**src/rtl/stack_arbiter.sv**
```systemverilog
// stack_arbiter: round-robin arbiter sharing one circular LIFO between NUM_REQ requesters, with occupancy tracking and tagged pop responses.
// Ports: clk/reset (sync, active-high; reset the stack in the same cycle);
//   req_valid/req_op/req_data in, req_ready out (one-hot grant, combinational);
//   rsp_valid/rsp_id/rsp_data/rsp_err pop response two cycles after acceptance;
//   ovf_err one-cycle pulse on a dropped push; depth current occupancy 0..2**STACK_SIZE;
//   stk_push/stk_pop/stk_data_in to the stack, stk_data_out from the stack.
// Build option: define STACK_ARB_FIXED_PRIO_EN for fixed priority (lowest index wins) instead of round-robin.
module stack_arbiter #(
  parameter int NUM_REQ = 4,
  parameter int STACK_WIDTH = 18,
  parameter int STACK_SIZE = 4,
  parameter int ID_W = $clog2(NUM_REQ)
) (
  input  logic                           clk,
  input  logic                           reset,
  input  logic [NUM_REQ-1:0]             req_valid,
  input  logic [NUM_REQ-1:0]             req_op,
  input  logic [NUM_REQ*STACK_WIDTH-1:0] req_data,
  output logic [NUM_REQ-1:0]             req_ready,
  output logic                           rsp_valid,
  output logic [ID_W-1:0]                rsp_id,
  output logic [STACK_WIDTH-1:0]         rsp_data,
  output logic                           rsp_err,
  output logic                           ovf_err,
  output logic [STACK_SIZE:0]            depth,
  output logic                           stk_push,
  output logic                           stk_pop,
  output logic [STACK_WIDTH-1:0]         stk_data_in,
  input  logic [STACK_WIDTH-1:0]         stk_data_out
);
  localparam logic [STACK_SIZE:0] FULL = (STACK_SIZE+1)'(1) << STACK_SIZE;
  logic [ID_W-1:0] win;
  logic any, op, full, empty, do_push, do_pop;
  logic [STACK_WIDTH-1:0] data;
  logic p1_valid, p1_err;
  logic [ID_W-1:0] p1_id;
`ifdef STACK_ARB_FIXED_PRIO_EN
  always_comb begin
    win = '0;
    any = 1'b0;
    for (int k = NUM_REQ-1; k >= 0; k--) if (req_valid[k]) begin
      win = ID_W'(k);
      any = 1'b1;
    end
  end
`else
  logic [ID_W-1:0] rr_ptr;
  // Scanning downward lets the lowest offset from rr_ptr overwrite the others, so it wins.
  always_comb begin
    win = '0;
    any = 1'b0;
    for (int k = NUM_REQ-1; k >= 0; k--) if (req_valid[(int'(rr_ptr)+k) % NUM_REQ]) begin
      win = ID_W'((int'(rr_ptr)+k) % NUM_REQ);
      any = 1'b1;
    end
  end
  always_ff @(posedge clk)
    if (reset) rr_ptr <= '0;
    else if (any) rr_ptr <= (int'(win) == NUM_REQ-1) ? '0 : win + 1'b1;
`endif
  assign req_ready = any ? NUM_REQ'(1) << win : '0;
  assign op = req_op[win];
  assign data = req_data[int'(win)*STACK_WIDTH +: STACK_WIDTH];
  assign full = depth == FULL;
  assign empty = depth == '0;
  assign do_push = any & op & ~full;
  assign do_pop = any & ~op & ~empty;
  // Stack data is valid in the cycle after stk_pop, which is when the response is presented.
  assign rsp_data = rsp_valid & ~rsp_err ? stk_data_out : '0;
  always_ff @(posedge clk)
    if (reset) begin
      depth <= '0;
      stk_push <= 1'b0;
      stk_pop <= 1'b0;
      stk_data_in <= '0;
      ovf_err <= 1'b0;
      p1_valid <= 1'b0;
      p1_err <= 1'b0;
      p1_id <= '0;
      rsp_valid <= 1'b0;
      rsp_err <= 1'b0;
      rsp_id <= '0;
    end else begin
      depth <= do_push ? depth + 1'b1 : do_pop ? depth - 1'b1 : depth;
      stk_push <= do_push;
      stk_pop <= do_pop;
      stk_data_in <= do_push ? data : '0;
      ovf_err <= any & op & full;
      p1_valid <= any & ~op;
      p1_err <= any & ~op & empty;
      p1_id <= any & ~op ? win : '0;
      rsp_valid <= p1_valid;
      rsp_err <= p1_err;
      rsp_id <= p1_id;
    end
endmodule

```
**config.mk**
```make
export PLATFORM = sky130hd
export DESIGN_NAME = stack_arbiter
export DESIGN_NICKNAME = d
export VERILOG_FILES = /design/src/rtl/stack_arbiter.sv
export SDC_FILE = /design/constraint.sdc
export NUM_CORES = 1
export LEC_CHECK = 0
export BUFFER_PORTS_ARGS = -buffer_cell sky130_fd_sc_hd__buf_2
export CORE_UTILIZATION = 41
export CTS_CLUSTER_DIAMETER = 100
export DETAILED_ROUTE_END_ITERATION = 8
export GPL_TIMING_DRIVEN = 0
export PLACE_DENSITY_LB_ADDON = 0.1
export SLEW_MARGIN = 20
export SYNTH_ARGS = -nofsm -noshare
export SYNTH_HDL_FRONTEND = slang
export SYNTH_SLANG_ARGS = --single-unit
```
**constraint.sdc**
```tcl
create_clock -name clk -period 3.8 [get_ports clk]
set_input_delay 0.95 -clock clk [delete_from_list [all_inputs] [get_ports clk]]
set_output_delay 0.95 -clock clk [all_outputs]
set_load 0.1 [all_outputs]
```
---- Yosys cells after proc, flatten, opt, wreduce, memory -nomap -nowiden ----
Index checks and enable logic that the tools add are counted.
word-level totals
  input port bits ......................... 100
  word-level logic and storage cells ...... 77
  bits in read-only memories .............. 0
  memories ................................ 0
  latch bits .............................. 0
  register bits after elaboration ......... 36
  output and inout port bits .............. 52
  memory bits (writable) .................. 0
cells by class
  bitwise operators ....................... 16
  $add $sub $neg .......................... 6
  shifts and indexed selects .............. 2
  multiply operators ...................... 1
  divide/modulo/power cells ............... 0
  reduce and logical (&&, ||, !) cells .... 7
  muxes and demuxes ....................... 26
  $lt $le $gt $ge ......................... 5
  equality and inequality tests ........... 2
operators with widths
  cell                 number
  $shiftx 72x8->18     1
  $mux 18              1
  $lt 3x4->1 const B   3
  $mux 1               12
  $bmux 1 s2           5
  $mux 2               5
  $mux 5               2
  $reduce_or 2->1      5
  $and 1x1->1          7
  $lt 2x3->1 const B   2
  $mul 2x4->6 const B  1
  $not 1->1            6
  $add 5x1->5 const B  1
  $eq 5x5->1 const B   1
  $logic_not 5->1      1
  $sub 5x1->5 const B  1
  $add 2x1->2 const B  2
  $add 2x2->2 const B  2
  $mux 4               1
  $shl 1x2->4 const A  1
  $and 1x1->1 const A  3
  $eq 2x1->1 const B   1
  $reduce_bool 2->1    1

---- Depth between registers and ports, before layout ----
  word-level depth ........................ 17
  depth in mapped cells ................... 13
  gate-level depth less buffers ........... 12

---- Least setup slack after synthesis ----
OpenSTA, ideal clock, no wires.
  path kind ............................... in2out
  start point ............................. in req_valid[1]
  end point ............................... out req_ready[0]
  data required time ...................... 2850 ps
  path buffers ............................ 2
  data arrival time ....................... 3731 ps
  stages .................................. 8
  slack ................................... -881 ps
  cell sequence ........................... nor2_1 -> nor4_1 -> or2_2 -> inv_2 -> clkbuf_1 -> clkbuf_1 -> ha_1 -> nor2b_1
on the way
  word-level cells in the longest chain between the ends .. 9
  elaborated cells on any way between the ends .. 21
  classes of those cells .................. 1 x shift; 20 x mux
ends and longest elaborated chain
  element                                    line  text
  from (decl)                                16    input logic [NUM_REQ-1:0] req_valid,
  $bmux 1 s2                                 52    for (int k = NUM_REQ-1; k >= 0; k--) if (req_valid[(int'(rr_ptr)+k) % NUM_REQ]) begin
  $mux 1 (not written as such) (2 in a row)  52
  $mux 2 (3 in a row)                        52
  $mux 2 *                                   52
  net win[0]                                 32    logic [ID_W-1:0] win;
  $shl 1x2->4 *                              61    assign req_ready = any ? NUM_REQ'(1) << win : '0;
  $mux 4 *                                   61
  to (decl)                                  19    output logic [NUM_REQ-1:0] req_ready,
Mark *: on every way through the listed nets, which the timed path passes. The rest lies on a longest branch. The select of a mux whose other input is x is not followed.

---- Final worst setup path ----
  start point ............................. in req_valid[2]
  end point ............................... out req_ready[3]
Same word-level chain as after synthesis.

==> out/qor.csv <==
metric,value,unit
status,"complete, no violations",
Slew Limit Headroom,66.6,%
Tcrit/Tclk final,95.3,%
number of global-route vias before repair,1828,
Cell variety after synth,34,
Final #Nets,490,
WL final,5440,microns
Mapped Area,0.00211,sq mm
Crit. End Element,output pin,
synthesis-stage register bit count,36,
clk buf depth,2,
pre-CTS setup slack,-0.444,ns
WP data required,2.85,ns
mux cell area share after synthesis,25.7,%
min-delay worst type,register to register,
sequential area share after synthesis,34.1,%
CTS tree,built,
port buffer count,151,
Tmin final,3.62,ns
post-route insts no fill,449,
largest net degree at the start of global routing,13,
"Max FO, Critical Path",11,
Slowest cell on crit path,buf_2,
synthesized instance count,224,
RD Place Congestion,0.746,
GRT overflow,0,
Fin Setup TNS,0,ns
drt pass-1 iters,4,
Remaining DRCs,0,
clock sinks,36,
"Hold-fix buffers, CTS",0,
CP Class,input pin to output pin,
synthesis-to-finish area growth,47.4,%
crit path DAT,2.67,ns
clk root buf,clkbuf_8,
cell family with most CP delay,buffers and inverters,
clock skew,0.00836,ns
# diodes,0,
Buf/Inv on CP,5,
total power,2.16,mW
f_max,276,MHz
die area,0.00544,sq mm
warnings from Yosys,0,
Mean Syn Cell Area,9.42,sq um
adder-cell share of the synthesized area,5.10,%
worst skew pair latency,0.28,ns
die width,73.8,microns
Final Slew Violations,0,
H-tree lvl count,2,
Leak,1.62,nW
final setup vio count,0,
VDD IR max,0.702,mV
Core Region,0.00485,sq mm
row count,25,
first-pass GRT wire length,7980,microns
xor-xnor portion of the synthesized cell area,0.830,%
Die Y,73.8,microns
Total GRT Usage,19.2,%
startpoint types,input pin,
Iteration-0 DRC Markers,35,
post-synthesis simple-gate area fraction,22.1,%
Pwr Density,696,mW/mm^2
Detail Route Antenna Nets,0,
RSZ-0062 raised after global routing,no,
Max stage delay on crit path,0.43,ns
max cap viols,0,
Final Hold Fails,0,
largest family of logic cells by synthesized area,multiplexers,
placed insts,443,
worst reg2reg path startpoint,rr_ptr[1],
post-layout util,64.2,%
hold path startpoint,p1_id[0],
Compound-Gate Fraction of Synth Area,8.71,%
Via density,4.64,
clock slew at reported path FFs,0.06,ns
I/O pins,152,
R2R Setup Slk,0.82,ns
setup ws final,0.178,ns
via count,2084,
Crit. Startpoint,req_valid[2],
worst slew pin tran,0.504,ns
routed len/inst,12.1,microns
HPWL Detailed,4440,microns
critical path cell sequence,buf_2 -> nor2b_1 -> a211o_1 -> and2_1 -> buf_6 -> buf_6 -> buf_8 -> ha_1 -> nor2b_2 -> buf_2,
clock buffer count from CTS,5,
initial antenna violation count,0,
Initial Util,43.5,%
share of cells above drive strength 1,50.5,%
Post-Syn Nets,332,
-- worst paths after layout --
check                                    end  cells past startpoint
worst max-delay path            req_ready[3]                     10
worst min-delay path               rsp_id[0]                      1
worst max register to register      depth[4]                     12
worst min register to register     rsp_id[0]                      1
-- what timing repair did --
item	in CTS	in global routing
buffers inserted	0	0
setup endpoints to repair	2	4
resized for setup	2	6
pin swaps	0	0
gates cloned	0	0
-- per-stage QoR --
stage | hold WS [ns] | area [sq um]
finish | 0.436 | 3110
global route | 0.465 | 3110
CTS | 0.439 | 3100
detailed placement | 0.420 | 3000
global placement | 0.417 | 2990
floorplan | 0.414 | 2150
-- cell usage after synthesis (all sizes together) --
library cell | instances | share of area [%]
nor2b | 17 | 5.0
mux2 | 23 | 13
a211o | 1 | 0.42
or2 | 1 | 0.30
nor3 | 2 | 0.47
nand2b | 3 | 0.89
a211oi | 18 | 6.4
nor4 | 3 | 0.89
xnor2 | 1 | 0.42
nand3 | 3 | 0.95
mux2i | 23 | 13
or4 | 1 | 0.36
a21o | 1 | 0.36
o21bai | 1 | 0.36
fa | 1 | 0.95
inv | 4 | 0.71
nand2 | 8 | 1.4
a21oi | 4 | 0.95
nor4b | 1 | 0.42
dfxtp | 36 | 34
nor2 | 32 | 5.7
buf | 7 | 1.9
xor2 | 1 | 0.42
clkbuf | 5 | 0.89
ha | 7 | 4.1
o21ai | 1 | 0.24
and2 | 19 | 5.6
-- worst reg2reg max path, cell delays in order (launching register included) --
cell and delay (ns):
dfxtp_1 0.39, nand2_1 0.07, a211o_1 0.28, and2_1 0.14, buf_6 0.13, mux2i_4 0.18, mux2i_4 0.24, nand3_1 0.23
ha_1 0.38, a21oi_1 0.22, a21oi_1 0.10, mux2i_1 0.17, mux2_1 0.33
-- routing by layer --
layer	up-vias	share of wire [%]	global-route usage (%)
met5	-	0	0
met4	0	1.1	7.05
met3	5	7.4	4.94
met2	82	50	35.3
met1	908	42	21.1
li1	1089	-	-
-- power breakdown --
group	leakage (nW)	switching (mW)	internal (mW)
sequential	0.296	0.0490	0.458
combinational	1.28	0.979	0.391
clock	0.0503	0.126	0.161
-- registers in the layout (all words and copies together), names as in the netlist --
name and flops:
depth 5, stk_data_in 18, ovf_err 1, rr_ptr 2, rsp_err 1, rsp_id 2
p1_valid 1, stk_pop 1, rsp_valid 1, p1_id 2, p1_err 1, stk_push 1
-- layout make-up --
| cell class | instances | area, sq um |
|---|---|---|
| clock buffer | 7 | 96.3 |
| sequential | 36 | 721 |
| multi-input combinational | 172 | 1340 |
| tap | 67 | 83.8 |
| buffer | 11 | 75.1 |
| timing repair buffer | 152 | 772 |
| fill | 432 | 1740 |
| inverter | 4 | 20.0 |
-- layout by cell type, fill, tap and decap left out, types with 4 or more instances in the layout --
cell	Yosys	final
buf_2	5	152
and2_1	19	19
nor2_1	32	32
nor2b_1	17	13
mux2i_1	20	20
nand2_1	8	8
mux2_1	10	10
mux2_2	9	9
a211oi_1	18	18
clkbuf_8	0	7
dfxtp_1	36	36
mux2_4	4	4
ha_1	7	7
a21oi_1	4	4
-- cell families (layout without fill, tap and decap cells) --
| group | Yosys count | in the layout |
|---|---|---|
| buf+inv | 16 | 174 |
| fa+ha+maj | 8 | 8 |
| simple gates | 90 | 90 |
| compound gates | 26 | 26 |
| xor+xnor | 2 | 2 |
| mux | 46 | 46 |
| flops | 36 | 36 |
(Power assumes the default switching activity.)
